$ cat src/rtl/uart_pkg.sv
// Shared UART definitions: receiver FSM encoding, frame width and default bit period.
package uart_pkg;

    localparam int DATA_BITS            = 8;
    localparam int CLKS_PER_BIT_DEFAULT = 434;

    typedef enum logic [2:0] {
        ST_IDLE,
        ST_START,
        ST_DATA,
        ST_PARITY,
        ST_STOP,
        ST_WAIT_IDLE
    } uart_state_t;

endpackage

$ cat src/rtl/uart_rx_byte_if.sv
// Byte stream out of the UART receiver: holding-register data with valid/ready handshake.
interface uart_rx_byte_if;
    import uart_pkg::*;

    logic [DATA_BITS-1:0] data;
    logic                 valid;
    logic                 ready;

    modport master (output data, output valid, input ready);
    modport slave  (input data, input valid, output ready);

endinterface

$ cat src/rtl/uart_baud_cnt.sv
// Loadable bit-period down-counter; expire is high for the single cycle the count sits at 1.
module uart_baud_cnt
    import uart_pkg::*;
#(
    parameter  int CLKS_PER_BIT = CLKS_PER_BIT_DEFAULT,
    localparam int CW           = $clog2(CLKS_PER_BIT + 1)
) (
    input  logic          clk,
    input  logic          reset,
    input  logic          load,
    input  logic [CW-1:0] load_val,
    output logic          expire
);

    logic [CW-1:0] cnt_reg;

    // Expiry fires load_val cycles after the load strobe; the count then parks at 0.
    always_ff @(posedge clk) begin
        if (reset) begin
            cnt_reg <= '0;
        end else if (load) begin
            cnt_reg <= load_val;
        end else if (cnt_reg != '0) begin
            cnt_reg <= cnt_reg - 1'b1;
        end
    end

    assign expire = (cnt_reg == CW'(1));

endmodule

$ cat src/rtl/uart_rx_byte.sv
// UART receiver (8N1, LSB first) with a one-entry holding register and valid/ready output.
// Define UART_RX_PARITY_EN to receive 8E1 frames and report parity mismatches.
module uart_rx_byte
    import uart_pkg::*;
#(
    parameter int CLKS_PER_BIT = CLKS_PER_BIT_DEFAULT,
    parameter int SYNC_STAGES  = 2
) (
    input  logic           clk,
    input  logic           reset,
    input  logic           rx,
    uart_rx_byte_if.master byte_if,
    output logic           busy,
    output logic           frame_err,
    output logic           overrun,
    output logic           parity_err
);

    localparam int            CW       = $clog2(CLKS_PER_BIT + 1);
    localparam logic [CW-1:0] HALF_BIT = CW'(CLKS_PER_BIT / 2);
    localparam logic [CW-1:0] FULL_BIT = CW'(CLKS_PER_BIT);

    logic [SYNC_STAGES-1:0] sync_d;
    logic [SYNC_STAGES-1:0] sync_reg;
    logic                   rs;
    logic                   rs_prev_reg;
    logic                   fall;

    uart_state_t          state_reg, state_next;
    logic [2:0]           bit_idx_reg, bit_idx_next;
    logic [DATA_BITS-1:0] shift_reg;
    logic [DATA_BITS-1:0] data_reg;
    logic                 valid_reg;
    logic                 overrun_reg;
    logic                 frame_err_reg, frame_err_next;
    logic                 cnt_load;
    logic [CW-1:0]        cnt_val;
    logic                 expire;
    logic                 shift_en;
    logic                 deliver;
    logic                 handshake;
    logic                 parity_bad;

    assign sync_d[0] = rx;
    for (genvar gi = 1; gi < SYNC_STAGES; gi++) begin : g_sync
        assign sync_d[gi] = sync_reg[gi-1];
    end

    always_ff @(posedge clk) begin
        if (reset) begin
            sync_reg    <= '1;
            rs_prev_reg <= 1'b1;
        end else begin
            sync_reg    <= sync_d;
            rs_prev_reg <= rs;
        end
    end

    assign rs   = sync_reg[SYNC_STAGES-1];
    assign fall = rs_prev_reg & ~rs;

    uart_baud_cnt #(.CLKS_PER_BIT(CLKS_PER_BIT)) u_baud (
        .clk      (clk),
        .reset    (reset),
        .load     (cnt_load),
        .load_val (cnt_val),
        .expire   (expire)
    );

`ifdef UART_RX_PARITY_EN
    logic parity_load;
    logic parity_bad_reg;
    logic parity_err_reg, parity_err_next;

    // Even parity: the received bit must equal the XOR of the data bits.
    always_ff @(posedge clk) begin
        if (reset) begin
            parity_bad_reg <= 1'b0;
            parity_err_reg <= 1'b0;
        end else begin
            if (parity_load) begin
                parity_bad_reg <= rs ^ (^shift_reg);
            end
            parity_err_reg <= parity_err_next;
        end
    end

    assign parity_bad = parity_bad_reg;
    assign parity_err = parity_err_reg;
`else
    assign parity_bad = 1'b0;
    assign parity_err = 1'b0;
`endif

    always_ff @(posedge clk) begin
        if (reset) begin
            state_reg   <= ST_IDLE;
            bit_idx_reg <= '0;
        end else begin
            state_reg   <= state_next;
            bit_idx_reg <= bit_idx_next;
        end
    end

    always_comb begin
        state_next     = state_reg;
        bit_idx_next   = bit_idx_reg;
        cnt_load       = 1'b0;
        cnt_val        = FULL_BIT;
        shift_en       = 1'b0;
        deliver        = 1'b0;
        frame_err_next = 1'b0;
`ifdef UART_RX_PARITY_EN
        parity_load     = 1'b0;
        parity_err_next = 1'b0;
`endif
        case (state_reg)
            ST_IDLE: begin
                if (fall) begin
                    cnt_load   = 1'b1;
                    cnt_val    = HALF_BIT;
                    state_next = ST_START;
                end
            end
            ST_START: begin
                // A start bit that is high again at mid-bit was only a glitch.
                if (expire) begin
                    if (rs) begin
                        state_next = ST_IDLE;
                    end else begin
                        cnt_load     = 1'b1;
                        bit_idx_next = '0;
                        state_next   = ST_DATA;
                    end
                end
            end
            ST_DATA: begin
                if (expire) begin
                    shift_en = 1'b1;
                    cnt_load = 1'b1;
                    if (bit_idx_reg == 3'(DATA_BITS - 1)) begin
`ifdef UART_RX_PARITY_EN
                        state_next = ST_PARITY;
`else
                        state_next = ST_STOP;
`endif
                    end else begin
                        bit_idx_next = bit_idx_reg + 3'd1;
                    end
                end
            end
`ifdef UART_RX_PARITY_EN
            ST_PARITY: begin
                if (expire) begin
                    parity_load = 1'b1;
                    cnt_load    = 1'b1;
                    state_next  = ST_STOP;
                end
            end
`endif
            ST_STOP: begin
                if (expire) begin
`ifdef UART_RX_PARITY_EN
                    parity_err_next = parity_bad;
`endif
                    if (rs) begin
                        deliver    = ~parity_bad;
                        state_next = ST_IDLE;
                    end else begin
                        frame_err_next = 1'b1;
                        state_next     = ST_WAIT_IDLE;
                    end
                end
            end
            ST_WAIT_IDLE: begin
                // Hold off until the line idles so a break never looks like a start bit.
                if (rs) begin
                    state_next = ST_IDLE;
                end
            end
            default: state_next = ST_IDLE;
        endcase
    end

    assign handshake = valid_reg & byte_if.ready;

    always_ff @(posedge clk) begin
        if (reset) begin
            shift_reg     <= '0;
            data_reg      <= '0;
            valid_reg     <= 1'b0;
            overrun_reg   <= 1'b0;
            frame_err_reg <= 1'b0;
        end else begin
            if (shift_en) begin
                shift_reg[bit_idx_reg] <= rs;
            end
            frame_err_reg <= frame_err_next;
            // A new byte may replace the held one only when the held one leaves this cycle.
            if (deliver && (!valid_reg || handshake)) begin
                data_reg  <= shift_reg;
                valid_reg <= 1'b1;
            end else begin
                if (handshake) begin
                    valid_reg <= 1'b0;
                end
                if (deliver) begin
                    overrun_reg <= 1'b1;
                end
            end
        end
    end

    assign byte_if.data  = data_reg;
    assign byte_if.valid = valid_reg;
    assign busy          = (state_reg != ST_IDLE);
    assign frame_err     = frame_err_reg;
    assign overrun       = overrun_reg;

endmodule

$ cat src/flat_wrapper.sv
// flat-port wrapper written by rule: the top's interface ports become plain ports
module uart_rx_byte_flat import uart_pkg::*;
#(
    parameter int CLKS_PER_BIT = CLKS_PER_BIT_DEFAULT,
    parameter int SYNC_STAGES  = 2
)
  (clk, reset, rx, busy, frame_err, overrun, parity_err, byte_if_data, byte_if_valid, byte_if_ready);
  uart_rx_byte_if byte_if_i ();
  input  logic clk;
  input  logic reset;
  input  logic rx;
  output logic busy;
  output logic frame_err;
  output logic overrun;
  output logic parity_err;
  output wire logic [$bits(byte_if_i.data)-1:0] byte_if_data;
  output wire logic [$bits(byte_if_i.valid)-1:0] byte_if_valid;
  input wire logic [$bits(byte_if_i.ready)-1:0] byte_if_ready;
  assign byte_if_data = byte_if_i.data;
  assign byte_if_valid = byte_if_i.valid;
  assign byte_if_i.ready = byte_if_ready;
  uart_rx_byte #(.CLKS_PER_BIT(CLKS_PER_BIT), .SYNC_STAGES(SYNC_STAGES)) u_core (.clk(clk), .reset(reset), .rx(rx), .byte_if(byte_if_i), .busy(busy), .frame_err(frame_err), .overrun(overrun), .parity_err(parity_err));
endmodule
$ cat config.mk
export PLATFORM = sky130hd
export DESIGN_NAME = uart_rx_byte_flat
export DESIGN_NICKNAME = d
export VERILOG_FILES = /design/src/rtl/uart_pkg.sv /design/src/rtl/uart_rx_byte_if.sv /design/src/rtl/uart_baud_cnt.sv /design/src/rtl/uart_rx_byte.sv /design/src/flat_wrapper.sv
export SDC_FILE = /design/constraint.sdc
export NUM_CORES = 1
export LEC_CHECK = 0
export ABC_AREA = 1
export CAP_MARGIN = 10
export CORE_ASPECT_RATIO = 0.7
export CORE_MARGIN = 2
export CORE_UTILIZATION = 45
export CTS_CLUSTER_SIZE = 30
export DETAILED_ROUTE_END_ITERATION = 16
export PLACE_DENSITY = 0.63
export SETUP_SLACK_MARGIN = 0.2
export SYNTH_ARGS = -nofsm -noshare
export SYNTH_HDL_FRONTEND = slang
export SYNTH_HIERARCHICAL = 1
export SYNTH_SLANG_ARGS = --single-unit
$ cat constraint.sdc
create_clock -name clk -period 5.8 [get_ports clk]
set_clock_uncertainty 0.2 [all_clocks]
set_input_delay 0.87 -clock clk [delete_from_list [all_inputs] [get_ports clk]]
set_output_delay 0.87 -clock clk [all_outputs]
set_load 0.02 [all_outputs]
# After elaboration in Yosys (flattened, before gate mapping)
# Cells that the tools add are included.
[totals] regBits=37 out_inout_bits=13 in_bits=4
[op_classes] muxes=32 addsub=2 eq_ne=14 n_bitwise=5 n_lt_le_gt_ge=2 n_reduce_logical=14
[ops] operator="$mux 9" n=4
[ops] operator="$mux 3" n=11
[ops] operator="$pmux 3 s5" n=1
[ops] operator="$ne 2x1->1 const B" n=6
[ops] operator="$mux 1" n=11
[ops] operator="$eq 3x3->1 const B" n=3
[ops] operator="$eq 9x1->1 const B" n=1
[ops] operator="$reduce_bool 9->1" n=1
[ops] operator="$sub 9x1->9 const B" n=1
[ops] operator="$bwmux 8" n=1
[ops] operator="$pmux 3 s2" n=1
[ops] operator="$reduce_and 6->1" n=1
[ops] operator="$reduce_bool 2->1" n=3
[ops] operator="$reduce_and 5->1" n=1
[ops] operator="$lt 3x4->1 const B" n=1
[ops] operator="$ne 2x2->1 const B" n=2
[ops] operator="$add 3x1->3 const B" n=1
[ops] operator="$demux 1 s3" n=1
[ops] operator="$eq 3x1->1 const B" n=1
[ops] operator="$eq 3x2->1 const B" n=1
[ops] operator="$ge 3x1->1 const B" n=1
[ops] operator="$logic_not 3->1" n=1
[ops] operator="$not 1->1" n=3
[ops] operator="$pmux 1 s3" n=1
[ops] operator="other kinds (8)" n=10

# Longest topological paths before layout
[logic_depth] word_depth=6 mapped_depth=12 mapped_depth_nobuf=11

# Cells and area by module
# Netlist, hierarchy kept.
[modules_own_cells] module="uart_rx_byte" area_each_um2=1297.5 instances=1 cells_per_inst=189
[modules_own_cells] module="uart_baud_cnt" area_each_um2=621.8 instances=1 cells_per_inst=103

# Worst setup path after synthesis
# No wires, ideal clock.
[synth_timing] path_kind="register -> register" startpoint="register u_core.u_baud.cnt_reg[1]" endpoint="register u_core.u_baud.cnt_reg[8]" stages_incl_launch_ff=12 path_slack_ps=3616 path_buffers=2 t_arrival_ps=1868 setup_ps=116 path_cell_list="dfxtp_1 -> inv_1 -> ha_1 -> nand3_1 -> nor2_1 -> inv_1 -> o211ai_1 -> buf_2 -> inv_1 -> buf_2 -> o211ai_1 -> inv_1"
[synth_via] elab_chain_cells=4 word_cells_on_any_way=9
[synth_rtl] element="from (decl)" line_no="uart_baud_cnt.sv:15" source="logic [CW-1:0] cnt_reg;"
[synth_rtl] element="from (signal assigned)" line_no="uart_baud_cnt.sv:22" source="cnt_reg <= load_val;"
[synth_rtl] element="from (signal assigned)" line_no="uart_baud_cnt.sv:24" source="cnt_reg <= cnt_reg - 1'b1;"
[synth_rtl] element="$eq 9x1->1 (*)" line_no="uart_baud_cnt.sv:28" source="assign expire = (cnt_reg == CW'(1));"
[synth_rtl] element="named net u_core.expire" line_no="uart_rx_byte.sv:38" source="logic expire;"
[synth_rtl] element="$mux 1, on equally long branches" line_no="uart_rx_byte.sv:138, uart_rx_byte.sv:127"
[synth_rtl] element="$pmux 1 s3 (*)" line_no="uart_rx_byte.sv:117" source="case (state_reg)"
[synth_rtl] element="named net u_core.cnt_load" line_no="uart_rx_byte.sv:36" source="logic cnt_load;"
[synth_rtl] element="$mux 9 / $reduce_bool 2->1 (equally long branches)"
# The timed path passes the listed nets; every way through them passes the cells marked *. The select of a mux whose other input is x is not followed.
# A chain may end at the register's enable or synchronous reset.

# Worst setup path after layout
[layout_timing] startpoint="register u_core.u_baud.cnt_reg[1]" endpoint="register u_core.u_baud.cnt_reg[5]"
# The elaborated chain is that of the path after synthesis.

==> impl.org <==
** Timing
- Number of endpoints failing setup at the final stage :: 0
- Setup slack closes at 2.84 ns.
- Based on the critical path, the design can be clocked at up to 338 MHz.
- Fin. max-slew vios :: 0
- Total negative setup slack :: 0 ns
- The hold violation count in the final report came to 0.
- At the pin with the least slew margin, the transition time is 0.633 ns.
- Share of the cycle needed by the critical path after routing :: 0.510
- The worst path in the final design needs a cycle of 2.96 ns, including I/O delays and setup.
- Hold slack final :: 0.249 ns
- Worst slew margin relative to its limit :: 0.574
- Setup repair after global routing left no endpoint under its margin.

** Clocking
- Post-cts repair resize count :: 0
- Clock buffer depth :: 2
- Clock network latency to the later pin of the worst-skew pair :: 0.29 ns
- The tree built by TritonCTS fans out to 37 sinks.
- After clock tree synthesis, the clock-pin slew on the worst setup and hold paths is 0.08 ns.
- The number of hold buffers added after CTS was 0.
- Count of buffers added by post-CTS timing repair for setup :: 0
- Clk Tree Root Cell :: clkbuf_8
- CTS tree :: yes
- Htree depth :: 2
- Buffers inserted during clock tree synthesis total 5.

** Run
- The tool flagged a number of max-cap violations equal to 0.

** Floorplanning
- The floorplan has 19 rows.
- Initial standard-cell utilization of the core :: 0.478
- Vert. Die Dim :: 58.6 um
- Core area :: 4020 um^2
- From left edge to right edge, the die measures 82.1 um.
- 17 I/O pins were placed.
- Die ar. :: 4810 um^2

** Cells and area
- The register with the most flip-flops in the layout has 9 of them.
- Layout cell share with drive strength beyond 1 :: 0.109
- From synthesis to final layout, the design area changed by 15.8%.
- Footprint of the flip-flops and latches :: 741 um^2
- At the end of the flow the core is filled with cells to 0.553.
- Multi-input gate area :: 1000 um^2
- Leaving out fill and tap cells, the most frequent cell in the layout is nor2_1.
- In the layout the commonest cells are nor2_1, nand2_1, dfxtp_1, inv_1, nand3_1.
- Fillers :: 398
- After the last flow step, the layout net total stands at 318.
- Number of diodes added for antenna fixing :: 0

** Synthesis
- Yosys printed 6 warnings.
- Of the post-synthesis cell area, the dominant cell type holds 0.386.
- After synthesis, the share of flip-flops with an asynchronous set or reset is 0.
- Average cell area after synthesis :: 6.57 um^2
- Cell type contributing the most total cell area after synthesis :: dfxtp_1
- After synthesis, the cell types taking the most area are dfxtp_1, nor2_1, nand2_1.
- The cell count after synthesis came out at 292.
- Counting flops and latches in the post-synthesis netlist gives 37.
- Number of flops mapped to enable cells by yosys :: 0
- Most used flip-flop cell after synthesis :: dfxtp_1
- The mapped netlist covers 1920 um^2.
- The share of the Yosys chip area taken by registers is 0.386.
- Number of unique standard cell types used by synthesis :: 24

** Critical path
- STA classifies the critical path startpoint as a flop.
- Type of the worst setup path :: reg2reg
- STA classifies the critical path endpoint as a flop.
- Required time reported for the critical path endpoint :: 5.78 ns
- Data arrives at the worst endpoint at 2.94 ns.
- In this run the worst path has a maximum fanout of 15.

** Run status
- The flow ran to the end, and the final reports show no timing, DRC or antenna violations.

** Place
- Setup Slack @ Placement :: 2.86 ns
- Detail Placement HPWL :: 2920 um
- # port buffers :: 15
- Routability-driven placement finished with a final weighted congestion of 0.849.

** Routing
- Remaining routing DRC violations :: 0
- After the first detailed-routing iteration, the DRC count stood at 90.
- Number of nets with antenna violations after routing :: 0
- After detailed routing, the average wire length per cell comes to 11.0 um.
- Total detailed-routing wirelength :: 3980 um
- Routed vias :: 1654
- Vias per Instance :: 4.56
- The pre-antenna-repair detailed-routing pass consisted of 4 iterations.

** GRT
- The via count of the first global-routing pass was 1473.
- Initial antenna violation count :: 0
- Overall overflow remaining after global route :: 0
- The first global-routing pass estimated 6780 um of wire.
- Maximum number of pins on one net before global-route repair :: 24
- Total GRT Usage :: 0.183

** Pwr
- Summed over all cells, the static leakage comes to 0.978 nW.
- VDD sags by at most 0.000260 V.
- Power spread over the standard cell area amounts to 449 nW/um^2.

** Min path
- The min-delay analysis places its worst path in the category reg2reg.
[power by group]
group          switching, mW  total (mW)  internal, mW
logic                  0.280       0.437         0.157
registers             0.0405       0.333         0.292
clock network         0.0993       0.228         0.129
[worst paths after layout]
kind / start / to / slack [ns] / cells after the start
worst max-delay path: u_core/u_baud/cnt_reg[1]$_SDFFE_PP0P_ / u_core/u_baud/cnt_reg[5]$_SDFFE_PP0P_ / 2.84 / 10
worst min register to register: u_core/sync_reg[0]$_SDFF_PP1_ / u_core/sync_reg[1]$_SDFF_PP1_ / 0.25 / 1
worst min-delay path: u_core/sync_reg[0]$_SDFF_PP1_ / u_core/sync_reg[1]$_SDFF_PP1_ / 0.25 / 1
worst max register to register: u_core/u_baud/cnt_reg[1]$_SDFFE_PP0P_ / u_core/u_baud/cnt_reg[5]$_SDFFE_PP0P_ / 2.84 / 10
[stage by stage]
stage | power, mW | instance area, um^2 | instances
3_5_place_dp | 0.770 | 2110 | 355
2_1_floorplan | 0.676 | 1930 | 294
4_1_cts | 0.998 | 2220 | 363
5_1_grt | 1.08 | 2220 | 363
6_report | 0.998 | 2220 | 363
3_3_place_gp | 0.775 | 2110 | 355
[cell families (layout without fill, tap and decap cells)]
family / after synthesis / in the layout / synth area share
AO/OA/AOI/OAI: 22 / 22 / 0.0600
adder cells (fa/ha/maj): 4 / 4 / 0.0261
buffers and inverters: 43 / 60 / 0.0945
flip-flops: 37 / 37 / 0.386
other: 2 / 4 / 0.00391
AND/OR/NAND/NOR: 184 / 184 / 0.430
[cell type report]
class | count | area share
Inverter | 37 | 0.0659
Tap cell | 52 | 0.0293
Clock inverter | 3 | 0.0208
Timing Repair Buffer | 15 | 0.0676
Sequential cell | 37 | 0.333
Clock buffer | 5 | 0.0310
Multi-Input combinational cell | 214 | 0.452
[routing by layer]
layer  vias to the layer above  share of wire  GRT usage
met5                         -              0          0
met4                         0         0.0040     0.0429
met3                         2          0.043     0.0460
li1                        923              -          -
met2                        27           0.35      0.233
met1                       702           0.61      0.300
[Yosys cell counts, types with 3 or more instances]
library cell,count
a21oi_1,7
buf_2,4
dfxtp_1,37
ha_1,4
inv_1,34
nand2_1,55
nand2_2,5
nand3_1,18
nand3_2,4
nand4_1,3
nor2_1,82
nor2_2,4
nor2_4,3
o21ai_0,13
or2_2,5
[critical path, stage by stage (launching register included)]
cell	delay (ns)
dfxtp_1	0.32
inv_1	0.13
ha_1	0.17
nand3_1	0.07
nor2_1	0.47
inv_1	0.12
o211ai_1	0.54
inv_1	0.37
or2_2	0.37
nand2_1	0.07
nor2_1	0.03
No activity file was read; power rests on OpenSTA's default activity.
